--- config.mk ---
export PLATFORM = sky130hd
export DESIGN_NAME = run_monitor
export DESIGN_NICKNAME = d
export VERILOG_FILES = /design/src/rtl/run_monitor.sv
export SDC_FILE = /design/constraint.sdc
export NUM_CORES = 1
export LEC_CHECK = 0
export ABC_AREA = 1
export BUFFER_PORTS_ARGS = -buffer_cell sky130_fd_sc_hd__buf_4
export CAP_MARGIN = 20
export CORE_AREA = 2 2 434 436
export CTS_CLUSTER_SIZE = 40
export DETAILED_ROUTE_END_ITERATION = 8
export DIE_AREA = 0 0 436 438
export GPL_ROUTABILITY_DRIVEN = 0
export PLACE_DENSITY = 0.3
export SLEW_MARGIN = 20
export SYNTH_ARGS = -nofsm -noshare
export SYNTH_HDL_FRONTEND = slang
export SYNTH_SLANG_ARGS = --single-unit
--- constraint.sdc ---
create_clock -name clk -period 2.1 [get_ports clk]
set_input_delay 0.21 -clock clk [delete_from_list [all_inputs] [get_ports clk]]
set_output_delay 0.21 -clock clk [all_outputs]
set_load 0.02 [all_outputs]
--- src/rtl/run_monitor.sv ---
// Run controller for the CPU core: holds it in reset, runs until completed or budget, then dumps all registers.
// Optional build macro RUN_MONITOR_SNAPSHOT_EN dumps from a register snapshot taken on DUMP entry.
module run_monitor #(
   parameter int unsigned XLEN       = 32,
   parameter int unsigned NREGS      = 32,
   parameter int unsigned MAX_CLOCKS = 100000,
   parameter int unsigned CNT_W      = 32,
   localparam int unsigned IDX_W     = $clog2(NREGS)
) (
   input  logic                  clk,
   input  logic                  rst,
   input  logic                  start,
   output logic                  cpu_rstn,
   input  logic                  completed,
   input  logic [NREGS*XLEN-1:0] reg_flat,
   output logic                  dump_valid,
   input  logic                  dump_ready,
   output logic [IDX_W-1:0]      dump_idx,
   output logic [XLEN-1:0]       dump_data,
   output logic                  dump_last,
   output logic [CNT_W-1:0]      cycle_count,
   output logic                  timeout,
   output logic                  busy,
   output logic                  done
);

   localparam logic [IDX_W-1:0] LAST_IDX  = IDX_W'(NREGS - 1);
   localparam logic [CNT_W-1:0] LAST_CLK  = CNT_W'(MAX_CLOCKS - 1);
   localparam logic [CNT_W-1:0] CNT_MAX   = '1;

   typedef enum logic [1:0] {IDLE, RUN, DUMP, DONE} state_t;

   state_t              state, state_d;
   logic [CNT_W-1:0]    count_d;
   logic                timeout_d;
   logic [IDX_W-1:0]    idx_d;
   logic [XLEN-1:0]     regs [NREGS];

   // Unpack the flat register bus into an indexable array
   always_comb begin
      for (int i = 0; i < NREGS; i++) begin
         regs[i] = reg_flat[i*XLEN +: XLEN];
      end
   end

   // Next-state and next-value logic
   always_comb begin
      state_d   = state;
      count_d   = cycle_count;
      timeout_d = timeout;
      idx_d     = dump_idx;
      unique case (state)
         IDLE, DONE: begin
            if (start) begin
               state_d   = RUN;
               count_d   = '0;
               timeout_d = 1'b0;
               idx_d     = '0;
            end
         end
         RUN: begin
            if (cycle_count != CNT_MAX) begin
               count_d = cycle_count + CNT_W'(1);
            end
            // completed takes priority over the budget in the same cycle
            if (completed) begin
               state_d = DUMP;
            end else if (cycle_count == LAST_CLK) begin
               state_d   = DUMP;
               timeout_d = 1'b1;
            end
         end
         DUMP: begin
            if (dump_valid && dump_ready) begin
               if (dump_idx == LAST_IDX) begin
                  state_d = DONE;
                  idx_d   = '0;
               end else begin
                  idx_d = dump_idx + IDX_W'(1);
               end
            end
         end
         default: state_d = IDLE;
      endcase
   end

   // State and registered outputs, decoded from the next state
   always_ff @(posedge clk) begin
      if (rst) begin
         state       <= IDLE;
         cycle_count <= '0;
         timeout     <= 1'b0;
         dump_idx    <= '0;
         cpu_rstn    <= 1'b0;
         busy        <= 1'b0;
         done        <= 1'b0;
         dump_valid  <= 1'b0;
         dump_last   <= 1'b0;
      end else begin
         state       <= state_d;
         cycle_count <= count_d;
         timeout     <= timeout_d;
         dump_idx    <= idx_d;
         cpu_rstn    <= (state_d == RUN);
         busy        <= (state_d == RUN) || (state_d == DUMP);
         done        <= (state_d == DONE);
         dump_valid  <= (state_d == DUMP);
         dump_last   <= (state_d == DUMP) && (idx_d == LAST_IDX);
      end
   end

`ifdef RUN_MONITOR_SNAPSHOT_EN
   logic [XLEN-1:0] snap [NREGS];
   logic            capture;

   assign capture = (state == RUN) && (state_d == DUMP);

   // Freeze the register file as the core is put back into reset
   always_ff @(posedge clk) begin
      if (rst) begin
         for (int i = 0; i < NREGS; i++) begin
            snap[i] <= '0;
         end
      end else if (capture) begin
         snap <= regs;
      end
   end

   assign dump_data = snap[dump_idx];
`else
   assign dump_data = regs[dump_idx];
`endif

endmodule

# Word-level counts from Yosys, hierarchy flattened
# Index checks and enable logic that the tools add are counted.
# W data, S select, Z words.
[op_classes] n_addsub=2 n_mul=0 div_mod_pow=0 order_cmp=1 eq_ne=14 shifts=0 n_mux=20 bitwise_logic=1 n_reduce_logical=8
[ops] op="$bmux W32 S5" n=1
[ops] op="$mux W32" n=4
[ops] op="$pmux W32 S2" n=1
[ops] op="$add A32 B1 Y32 const B" n=1
[ops] op="$eq A32 B17 Y1 const B" n=1
[ops] op="$ne A32 B32 Y1 const B" n=1
[ops] op="$mux W5" n=3
[ops] op="$eq A5 B5 Y1 const B" n=2
[ops] op="$mux W2" n=5
[ops] op="$pmux W5 S2" n=1
[ops] op="$eq A2 B2 Y1 const B" n=4
[ops] op="$ne A2 B2 Y1 const B" n=4
[ops] op="$ge A6 B6 Y1 const B" n=1
[ops] op="$not A5 Y6" n=1
[ops] op="$pmux W2 S3" n=1
[ops] op="$add A5 B1 Y5 const B" n=1
[ops] op="$eq A2 B1 Y1 const B" n=2
[ops] op="$reduce_and A4 Y1" n=1
[ops] op="$mux W1" n=3
[ops] op="$reduce_and A3 Y1" n=1
[ops] op="$logic_and A1 B1 Y1" n=2
[ops] op="$logic_not A2 Y1" n=1
[ops] op="$pmux W1 S2" n=1
[ops] op="$reduce_bool A2 Y1" n=1
[ops] op="2 further kinds" n=2
[totals] ff_bits=45 latchBits=0 mem_bits_rw=0 mem_bits_ro=0 inputBits=1029 out_inout_bits=75 wordCells=55 memories=0

# Depth between registers and ports, before layout
# Gate-level depths: netlist (run 1).
[depth] word_depth=6 ltp_mapped=16 ltp_nobuf=16

# Least setup slack after synthesis (run 1)
# Ideal clock, no wire load.
[synth_timing] kind="register -> register" from="reg dump_idx[2]" to="reg dump_last" setup_time_ns=0.064 arrival_ns=2.073 required_time_ns=2.036 path_slack_ns=-0.037 path_stages_with_launch=16 n_path_buf=2 path_cell_list="dfxtp_1 -> inv_2 -> clkbuf_1 -> buf_1 -> nor2_1 -> ha_1 -> nand2_1 -> nand2_1 -> a21oi_1 -> nand2_1 -> nand2_1 -> ha_1 -> nand2_1 -> nor2_1 -> nand2_1 -> nor2_1"
[synth_via] elab_chain_len=6 word_cells_on_any_way=12 classes_between="add/sub (1); eq/ne (3); mux (7); reduce/logical (1)"
[synth_rtl] element="from (decl)" line_no="18" rtl="output logic [IDX_W-1:0] dump_idx,"
[synth_rtl] element="from (signal assigned)" line_no="103" rtl="dump_idx <= idx_d;"
[synth_rtl] element="$add A5 B1 Y5 or $eq A5 B5 Y1 (tied branches)" line_no="79, 75"
[synth_rtl] element="$mux W5 or $mux W2 (tied branches)" line_no="75" rtl="if (dump_idx == LAST_IDX) begin"
[synth_rtl] element="$mux W5 or $mux W2 (tied branches)" line_no="74" rtl="if (dump_valid && dump_ready) begin"
[synth_rtl] element="$pmux W5 S2 or $pmux W2 S3 (tied branches)" line_no="52" rtl="unique case (state)"
[synth_rtl] element="$eq A5 B5 Y1 or $eq A2 B2 Y1 (tied branches)" line_no="108" rtl="dump_last <= (state_d == DUMP) && (idx_d == LAST_IDX);"
[synth_rtl] element="$logic_and A1 B1 Y1 (*)" line_no="108"
[synth_rtl] element="to (signal assigned)" line_no="108"
[synth_rtl] element="to (decl)" line_no="20" rtl="output logic dump_last,"
# Every way passes the cells marked *; elsewhere a longest branch is shown, timed or not.
# A chain may end at the register's enable or synchronous reset.

# Worst setup path in the final report (run 1)
[layout_timing] from="reg dump_idx[0]" to="out dump_data[3]"
[layout_via] elab_chain_len=4
[layout_rtl] element="$not A5 Y6 (implied by the code)" line_no="131" rtl="assign dump_data = regs[dump_idx];"
[layout_rtl] element="$bmux W32 S5" line_no="131"
[layout_rtl] element="$mux W32 (implied by the code) (2 in a row)" line_no="131"
[layout_rtl] element="to (decl)" line_no="19" rtl="output logic [XLEN-1:0] dump_data,"
# No other way between the ends. The select of a mux whose other input is x is not followed.

==> impl_metrics.tcl, run 1 <==
set metrics [dict create \
    ctsRootBufferMaster "clkbuf_16" \
    yosysTopAreaCellShare_pct 34.6 \
    rows 159 \
    critPathMaxStageDelay_ns 0.42 \
    drc 0 \
    ys_top_cells_by_count "nand2_1 (1174), nor2_1 (347), nand3_1 (282), a21oi_1 (264), o21ai_0 (138)" \
    total_leakage_power_uw 0.0137 \
    path_class "reg -> out" \
    fin_nets 5046 \
    synth_cell_types 32 \
    drive_gt1_share_pct 42.0 \
    status "finished with violations" \
    clkLatencyLatePin_ns 0.31 \
    synth_edf_count 0 \
    post-dp-hpwl_mm 148 \
    path_common_cell "nand2_1" \
    maxCapViolCount 0 \
    drtPass1Iterations 5 \
    whs_ns 0.193 \
    hold_class "in -> reg" \
    grt_pass1_vias 24100 \
    core-area_um2 187000 \
    vias 24000 \
    drt_iter0_drc 1578 \
    grt_max_degree 44 \
    dp_slack_ns -0.830 \
    num-fill-cells 22200 \
    clkSlewWorstSetupHoldPaths_ns 0.08 \
    io_pins 1104 \
    synth_top_cell_by_area "nand2_1" \
    grt_pass1_wl_mm 216 \
    vias_per_cell 3.68 \
    finalSetupViolCount 35 \
    crit_family "buffers and inverters" \
    async_flop_share_pct 0 \
    grt_usage_pct 16.5 \
    violations "setup timing" \
    area_delta_synth_final_pct 122 \
    die_w_um 436 \
    critical_path_buf_inv_count 5 \
    p_per_area_nw_per_um2 237 \
    wire_per_inst_um 25.7 \
    worstMarginPinSlew_ns 0.554 \
    critPathRequiredTime_ns 1.89 \
    rsz0062_at_grt "true" \
    portBuffers 1103 \
    synth.area.top_cells "nand2_1 (35%), nand3_1 (11%), a21oi_1 (10%), nor2_1 (10%), o31ai_1 (7.5%)" \
    avgSynthCellArea_um2 4.65 \
    max_freq_mhz 351 \
    ys.warnings.count 0 \
    cts_hold_buffers 0 \
    antenna_left 0 \
    skew_ns 0.0115 \
    ys_seq_area_share_pct 7.08 \
    whs_path_depth 2 \
    fin_crit_sh_pct 136 \
    clkSinkCount 45 \
    path_cells "buf_12 -> buf_12 -> buf_16 -> nand2_1 -> nand3_1 -> buf_12 -> nand2_1 -> a21oi_4 -> o31ai_1 -> nand2_1 -> nand2_2 -> nand2_1 -> buf_4" \
    initial_utilization_pct 6.82 \
    end_kind "output port" \
    yosysMostFrequentCell "nand2_1" \
    grt_overflow_total 0 \
    cts_max_path_buffers 2 \
    h-tree-depth 2 \
    die_y_um 438 \
    path_depth 13 \
    rr_worst_depth 16 \
    cts_inserted_buffers 5 \
    synthCells 2741 \
    synthesis.nets 3779 \
    synthFlopType "dfxtp_1" \
    timing.final.ws_setup_ns -0.751 \
    cts_tree "built" \
    hold_viol_final 0 \
    placed_area_um2 26800 \
    ys_ff_latch 45 \
    antenna_found_initial 79 \
    crit_arrival_ns 2.64 \
    relSlewSlack_pct 62.8 \
    min_period_ns 2.85 \
    routed_wirelength_mm 168 \
    crit_path_top_delay_cell "dfxtp_4" \
    crit_fanout 30 \
    synth_area_um2 12700 \
    die-area_um2 191000 \
    final-max-slew-violation-count 0 \
    startpoint_type "flop" \
    vdd_drop_max_uv 437 \
    fin_area_um2 28300 \
]
sequential cells by signal (all words and copies together), names as in the netlist:
| signal | flops |
|---|---|
| timeout | 1 |
| cycle_count | 32 |
| dump_valid | 1 |
| dump_last | 1 |
| dump_idx | 5 |
| cpu_rstn | 1 |
| busy | 1 |
| done | 1 |
| state | 2 |
cell type report:
| class | instances | area (um^2) | share of cell area (%) |
|---|---|---|---|
| flip-flops and latches | 45 | 917 | 3.24 |
| clock inverters | 2 | 17.5 | 0.0620 |
| diodes | 26 | 65.1 | 0.230 |
| repair inverters | 1 | 11.3 | 0.0398 |
| multi-input cells | 2396 | 11400 | 40.2 |
| inverters | 71 | 308 | 1.09 |
| clock buffers | 6 | 150 | 0.531 |
| repair buffers | 1488 | 12300 | 43.5 |
| well taps | 2495 | 3120 | 11.0 |
layout by cell type, fill, tap and decap left out, types with 2 or more instances in the layout:
cell type / count
clkbuf_16: 9
xor2_1: 2
nand2_1: 1107
nand2_4: 10
nand2_2: 60
a21oi_4: 6
ha_1: 6
o21bai_1: 2
inv_1: 65
o31ai_2: 31
buf_8: 4
nor2_1: 337
o31ai_4: 10
buf_12: 70
nand3_2: 10
dfxtp_1: 40
o21ai_2: 3
nand3_1: 271
buf_16: 5
ha_4: 2
nand3_4: 2
nor3_1: 16
nor2_2: 9
inv_8: 2
inv_2: 2
inv_6: 3
o31ai_1: 87
nand4_1: 6
o21ai_1: 24
and2_1: 2
nor2_4: 3
a21oi_1: 232
o21ai_0: 123
dfxtp_4: 4
buf_6: 21
diode_2: 26
buf_4: 1385
a21oi_2: 28
path summary, 6_finish.rpt:
check	startpoint	endpoint	slack [ns]
worst min register to register	timeout	timeout	0.50
worst max-delay path	dump_idx[0]	dump_data[3]	-0.75
worst min-delay path	rst	cycle_count[2]	0.19
worst max register to register	dump_idx[1]	dump_last	-0.08
layer usage:
metal / track usage, % / up-vias / part of all wire, %
li1: - / 11500 / -
met4: 1.99 / 44 / 1.0
met1: 20.9 / 11500 / 42
met2: 29.8 / 817 / 51
met3: 2.70 / 129 / 5.6
met5: 0 / - / 0.16
what timing repair did:
action / in CTS / in global routing
cloned: 1 / 4
setup endpoints to repair: 41 / 49
gates resized for setup: 141 / 109
pin swaps: 3 / 19
hold endpoints to repair: 0 / 0
setup buffers: 7 / 11
per-stage QoR:
stage / instances / setup TNS (ns) / total power [uW] / utilization (%)
6_report: 6530 / -20.12 / 6700 / 15.1
5_1_grt: 6517 / -25.22 / 7220 / 15.1
4_1_cts: 6489 / -22.64 / 6770 / 14.8
3_5_place_dp: 6473 / -19.15 / 5660 / 14.3
3_3_place_gp: 6473 / -19.21 / 5660 / 14.3
2_1_floorplan: 2741 / 0 / 2580 / -
cells by family (layout without fill, tap and decap cells):
kind of cell / after synthesis / in the layout / share of synthesized area, %
other: 0 / 26 / 0
buffers and inverters: 300 / 1568 / 10.1
DFF: 45 / 45 / 7.08
and+or+nand+nor: 1837 / 1837 / 57.7
AOI/OAI and AO/OA: 548 / 548 / 24.2
adders and majority gates: 9 / 9 / 0.884
xor gates and xnor gates: 2 / 2 / 0.138
worst reg2reg max path, cell delays in order, from the launching register on:
cell and delay, ns:
dfxtp_4 0.40, buf_12 0.16, buf_12 0.17, ha_2 0.17, nand2_1 0.05, nor2_1 0.04, ha_1 0.19, nand2_1 0.09
nand2_1 0.06, a21oi_1 0.13, nand2_1 0.08, nand2_2 0.12, ha_4 0.17, nand2_1 0.05, nor2_1 0.09, nand2_1 0.06
nor2_1 0.08
power by group:
| group | switching, uW | internal [uW] |
|---|---|---|
| combinational | 2370 | 2380 |
| clock | 449 | 526 |
| sequential | 50.4 | 922 |
| total | 2870 | 3830 |
Note: power is estimated with default switching activity, not from simulation.
==> run 2: changes to the inputs <==
--- a/config.mk
+++ b/config.mk
@@ -13,7 +13,6 @@
 export DETAILED_ROUTE_END_ITERATION = 8
 export DIE_AREA = 0 0 436 438
 export GPL_ROUTABILITY_DRIVEN = 0
-export PLACE_DENSITY = 0.3
 export SLEW_MARGIN = 20
 export SYNTH_ARGS = -nofsm -noshare
 export SYNTH_HDL_FRONTEND = slang
==> run 2 against run 1 <==
The run still ends with setup timing left. Routed wire length shrank 2.4%. Final cell count is essentially flat. Die area is the same. Clock skew shrank 0.0020 ns. Non-clock buffer count shrank 7. Register-to-register slack lost 0.07 ns. Critical path depth is the same. Fmax grew 2.5%. Cell area grew 7.8%.
==> impl_metrics.tcl, run 2 (synthesis results as in run 1) <==
set metrics [dict create \
    antenna_found_initial 115 \
    grt_usage_pct 16.2 \
    critPathMaxStageDelay_ns 0.43 \
    final-max-slew-violation-count 0 \
    cts_tree "built" \
    crit_arrival_ns 2.57 \
    violations "setup timing" \
    clkSinkCount 45 \
    area_delta_synth_final_pct 139 \
    relSlewSlack_pct 41.0 \
    die-area_um2 191000 \
    r2r-start "dump_idx[0]" \
    routed_wirelength_mm 164 \
    multi_input_comb_area_um2 12600 \
    pwr-share-clk_pct 14.6 \
    crit_fanout 13 \
    wire_per_inst_um 25.1 \
    end_kind "output port" \
    total_leakage_power_uw 0.0142 \
    clkSlewWorstSetupHoldPaths_ns 0.08 \
    h-tree-depth 2 \
    swShare_pct 42.9 \
    path_common_cell "nand2_2" \
    regMostFlops "cycle_count" \
    portBuffers 1103 \
    grt_pass1_wl_mm 209 \
    die_w_um 436 \
    p_per_area_nw_per_um2 229 \
    switching_power_uw 2990 \
    max_freq_mhz 359 \
    initial_utilization_pct 6.82 \
    critPathRequiredTime_ns 1.89 \
    placed_area_um2 26500 \
    worstMarginPinSlew_ns 0.886 \
    antenna_left 0 \
    min_from "rst" \
    pwr-share-comb_pct 71.6 \
    hold_class "in -> reg" \
    startpoint_type "flop" \
    vdd_drop_max_uv 433 \
    core-area_um2 187000 \
    grt_overflow_total 0 \
    drtPass1Iterations 6 \
    num-fill-cells 21800 \
    timing.final.ws_setup_ns -0.683 \
    die_y_um 438 \
    ctsRootBufferMaster "clkbuf_16" \
    grt_pass1_vias 23400 \
    post-dp-hpwl_mm 140 \
    power.total_uw 6960 \
    setup_tns_ns -18.92 \
    path_cells "buf_12 -> buf_16 -> buf_16 -> buf_6 -> nand2_1 -> nand3_4 -> nand2_2 -> a21oi_2 -> o31ai_2 -> nand2_1 -> nand2_2 -> nand2_2 -> buf_6" \
    vias_per_cell 3.84 \
    clkLatencyLatePin_ns 0.31 \
    path_class "reg -> out" \
    fin_crit_sh_pct 133 \
    internal-power_uw 3970 \
    largest_reg_flops 32 \
    rsz0062_at_grt "true" \
    cts_hold_buffers 0 \
    hold_viol_final 0 \
    final_core_util_pct 16.3 \
    drive_gt1_share_pct 47.1 \
    status "finished with violations" \
    io_pins 1104 \
    fin_area_um2 30500 \
    mostFrequentLayoutCell "buf_4" \
    drt_iter0_drc 2198 \
    crit_start "dump_idx[0]" \
    crit_path_top_delay_cell "dfxtp_4" \
    cts_max_path_buffers 2 \
    rows 159 \
    final_cell_mix "buf_4 (1295), nand2_1 (1035), nor2_1 (320)" \
    drc 0 \
    p_seq_share_pct 13.9 \
    cts_inserted_buffers 5 \
    skew_ns 0.00946 \
    fin_nets 5038 \
    regArea_um2 917 \
    grt_max_degree 48 \
    min_period_ns 2.78 \
    vias 25100 \
    finalSetupViolCount 38 \
    maxCapViolCount 0 \
    reg.largest.list "cycle_count (32), dump_idx (5), state (2)" \
]
-- run 2: cell type report --
type / instances / share of cell area, %
antenna: 32 / 0.263
clock buffer: 5 / 0.411
clock inverter: 3 / 0.164
inverter: 71 / 0.965
multi-input combinational: 2396 / 41.4
sequential: 45 / 3.01
tap: 2495 / 10.2
timing repair buffer: 1481 / 43.5
-- run 2: repair_timing --
item                       CTS  global route
cloned                      30             1
setup buffers               39             1
pin swaps                  123            17
gates resized for setup    586            45
hold endpoints to repair     0             0
setup endpoints to repair   39            60
-- run 2: worst paths after layout --
kind | cells after the start | slack [ns] | to
worst min-delay path | 2 | 0.21 | cycle_count[2]
worst min register to register | 2 | 0.50 | timeout
worst max-delay path | 13 | -0.68 | dump_data[6]
worst max register to register | 16 | -0.15 | dump_valid
-- run 2: per-stage QoR --
stage          hold WS (ns)  setup slack (ns)  cells
5_1_grt               0.195            -0.719   6514
4_1_cts               0.185            -0.622   6495
6_report              0.206            -0.683   6528
2_1_floorplan         0.272            0.0479   2741
3_5_place_dp          0.479             -1.22   6432
3_3_place_gp          0.471             -1.23   6432
-- run 2: critical path: cells and delay by family, from the launching register on --
family / cells / cell delay, ns
AO/OA/AOI/OAI: 2 / 0.23
flip-flops: 1 / 0.43
AND/OR/NAND/NOR: 6 / 0.77
buffers and inverters: 5 / 0.79
-- run 2: layer usage --
| metal | part of all wire [%] | GRT usage (%) | vias to the layer above |
|---|---|---|---|
| met4 | 4.1 | 5.12 | 104 |
| met5 | 0.40 | 0 | - |
| met1 | 37 | 18.4 | 11600 |
| li1 | - | - | 11600 |
| met3 | 12 | 7.41 | 325 |
| met2 | 46 | 26.7 | 1486 |
-- run 2: power groups by stage --
stage | Clock, uW | Combinational [uW] | Sequential, uW
finish | 1020 | 4980 | 965
detailed placement | 0 | 4480 | 982
CTS | 1040 | 4910 | 962
global route | 1070 | 5340 | 974
floorplan | 0 | 1530 | 1050
global placement | 0 | 4480 | 983
==> run 3: changes to the inputs <==
--- a/config.mk
+++ b/config.mk
@@ -9,10 +9,11 @@
 export BUFFER_PORTS_ARGS = -buffer_cell sky130_fd_sc_hd__buf_4
 export CAP_MARGIN = 20
 export CORE_AREA = 2 2 434 436
-export CTS_CLUSTER_SIZE = 40
+export CTS_BUF_LIST = sky130_fd_sc_hd__clkbuf_16
 export DETAILED_ROUTE_END_ITERATION = 8
 export DIE_AREA = 0 0 436 438
 export GPL_ROUTABILITY_DRIVEN = 0
+export PLACE_DENSITY_LB_ADDON = 0.08
 export SLEW_MARGIN = 20
 export SYNTH_ARGS = -nofsm -noshare
 export SYNTH_HDL_FRONTEND = slang
==> run 3 against run 2 <==
The run still ends with setup timing left. Critical path depth increased by 1. Final cell count increased by 1.1%. Cell area decreased by 0.71%. Power increased by 2.2%. Clock power about the same. Setup slack improved by 0.015 ns. First-iteration DRC count decreased by 34%. Non-clock buffer count increased by 82. Critical endpoint is now dump_data[7]. Highest routed layer unchanged.
==> impl_metrics.tcl, run 3 (synthesis results as in run 1) <==
set metrics [dict create \
    num-fill-cells 22200 \
    cts_inserted_buffers 5 \
    violations "setup timing" \
    cts_max_path_buffers 2 \
    antenna_left 0 \
    crit_path_top_delay_cell "dfxtp_4" \
    path_class "reg -> out" \
    final_cell_mix "buf_4 (1390), nand2_1 (1060), nor2_1 (322)" \
    initial_utilization_pct 6.82 \
    maxCapViolCount 0 \
    min_period_ns 2.77 \
    h-tree-depth 2 \
    drc 0 \
    end_kind "output port" \
    r2r_slack_ns -0.08 \
    dp_slack_ns -1.22 \
    ctsRootBufferMaster "clkbuf_16" \
    grt_pass1_vias 24700 \
    wire_per_inst_um 27.9 \
    area_delta_synth_final_pct 138 \
    grt_pass1_wl_mm 237 \
    routed_wirelength_mm 184 \
    die_y_um 438 \
    die-area_um2 191000 \
    p_per_area_nw_per_um2 235 \
    relSlewSlack_pct 66.7 \
    drt_iter0_drc 1447 \
    antenna_found_initial 74 \
    timing.final.ws_setup_ns -0.668 \
    cts_tree "built" \
    rows 159 \
    clkLatencyLatePin_ns 0.32 \
    grt_usage_pct 18.3 \
    rsz0062_at_grt "true" \
    fin_crit_sh_pct 132 \
    skew_ns 0.0176 \
    mostFrequentLayoutCell "buf_4" \
    startpoint_type "flop" \
    reg.largest.list "cycle_count (32), dump_idx (5), state (2)" \
    hold_viol_final 0 \
    regMostFlops "cycle_count" \
    whs_ns 0.249 \
    portBuffers 1103 \
    status "finished with violations" \
    crit_fanout 14 \
    clkSlewWorstSetupHoldPaths_ns 0.07 \
    clkSinkCount 45 \
    vdd_drop_max_uv 349 \
    max_freq_mhz 361 \
    grt_max_degree 45 \
    critPathRequiredTime_ns 1.89 \
    total_leakage_power_uw 0.0144 \
    vias 24300 \
    final-max-slew-violation-count 0 \
    die_w_um 436 \
    finalSetupViolCount 34 \
    largest_reg_flops 32 \
    post-dp-hpwl_mm 158 \
    drive_gt1_share_pct 46.8 \
    grt_overflow_total 0 \
    placed_area_um2 27000 \
    path_cells "buf_12 -> inv_16 -> buf_16 -> buf_12 -> buf_6 -> nor2_1 -> nor2_1 -> buf_4 -> o31ai_1 -> nand2_2 -> nand2_2 -> buf_12 -> nand2_2 -> buf_4" \
    fin_nets 5121 \
    drtPass1Iterations 5 \
    vias_per_cell 3.69 \
    crit_arrival_ns 2.56 \
    hold_class "in -> reg" \
    critPathMaxStageDelay_ns 0.38 \
    core-area_um2 187000 \
    worstMarginPinSlew_ns 0.495 \
    fin_area_um2 30300 \
    io_pins 1104 \
]
run 3: changes by cell type in the layout (fill, tap and decap cells not counted), sizes merged:
cell / before / now
diode: 32 / 21
clkbuf: 6 / 9
buf: 1468 / 1555
bufbuf: 12 / 4
run 3: final timing paths:
kind,start,end,cells past startpoint
worst max register to register,dump_idx[0],dump_last,17
worst min-delay path,rst,dump_idx[3],3
worst max-delay path,dump_idx[0],dump_data[7],14
worst min register to register,timeout,timeout,2
run 3: area by class of cell:
type,count,area [um^2],share of cell area (%)
timing repair inverter,1,8.76,0.0290
inverter,71,315,1.04
multi-input combinational,2396,12100,39.9
timing repair buffer,1563,13600,45.0
sequential,45,917,3.03
clock inverter,2,35.0,0.116
tap,2495,3120,10.3
clock buffer,5,125,0.414
antenna,21,52.6,0.174
run 3: per-stage QoR:
step	utilization, %	total power, uW	TNS (ns)	cells
global route	16.2	7610	-21.92	6596
global placement	14.5	5680	-14.59	6516
finish	16.2	7110	-17.64	6599
detailed placement	14.5	5650	-14.41	6516
CTS	15.9	7060	-19.05	6568
floorplan	-	2580	0	2741
run 3: where the power goes:
group / switching (uW) / internal, uW / total (uW)
clock network: 429 / 556 / 986
registers: 49.4 / 922 / 972
logic: 2590 / 2560 / 5160
run 3: routing by layer:
metal  wire length [um]  vias up  share of wire (%)  global-route usage, %
met5                170        -              0.092                      0
met4               2690       32                1.5                   3.56
met3               7730      146                4.2                   2.62
met2              99400      747                 54                   34.6
met1              74200    11700                 40                   21.6
li1                   -    11700                  -                      -
run 3: repair_timing:
action | in CTS | in global routing
setup endpoints to repair | 36 | 54
endpoints found under the hold margin | 0 | 0
gates cloned | 18 | 4
resized for setup | 448 | 117
hold buffers | 0 | 0
setup buffers | 34 | 11
pin swaps | 77 | 40
run 3: worst max-delay path: cells and delay by family (launching register included):
family	cells	cell delay [ns]
AO/OA/AOI/OAI	1	0.30
AND/OR/NAND/NOR	5	0.44
buffers and inverters	8	1.08
flip-flops	1	0.38
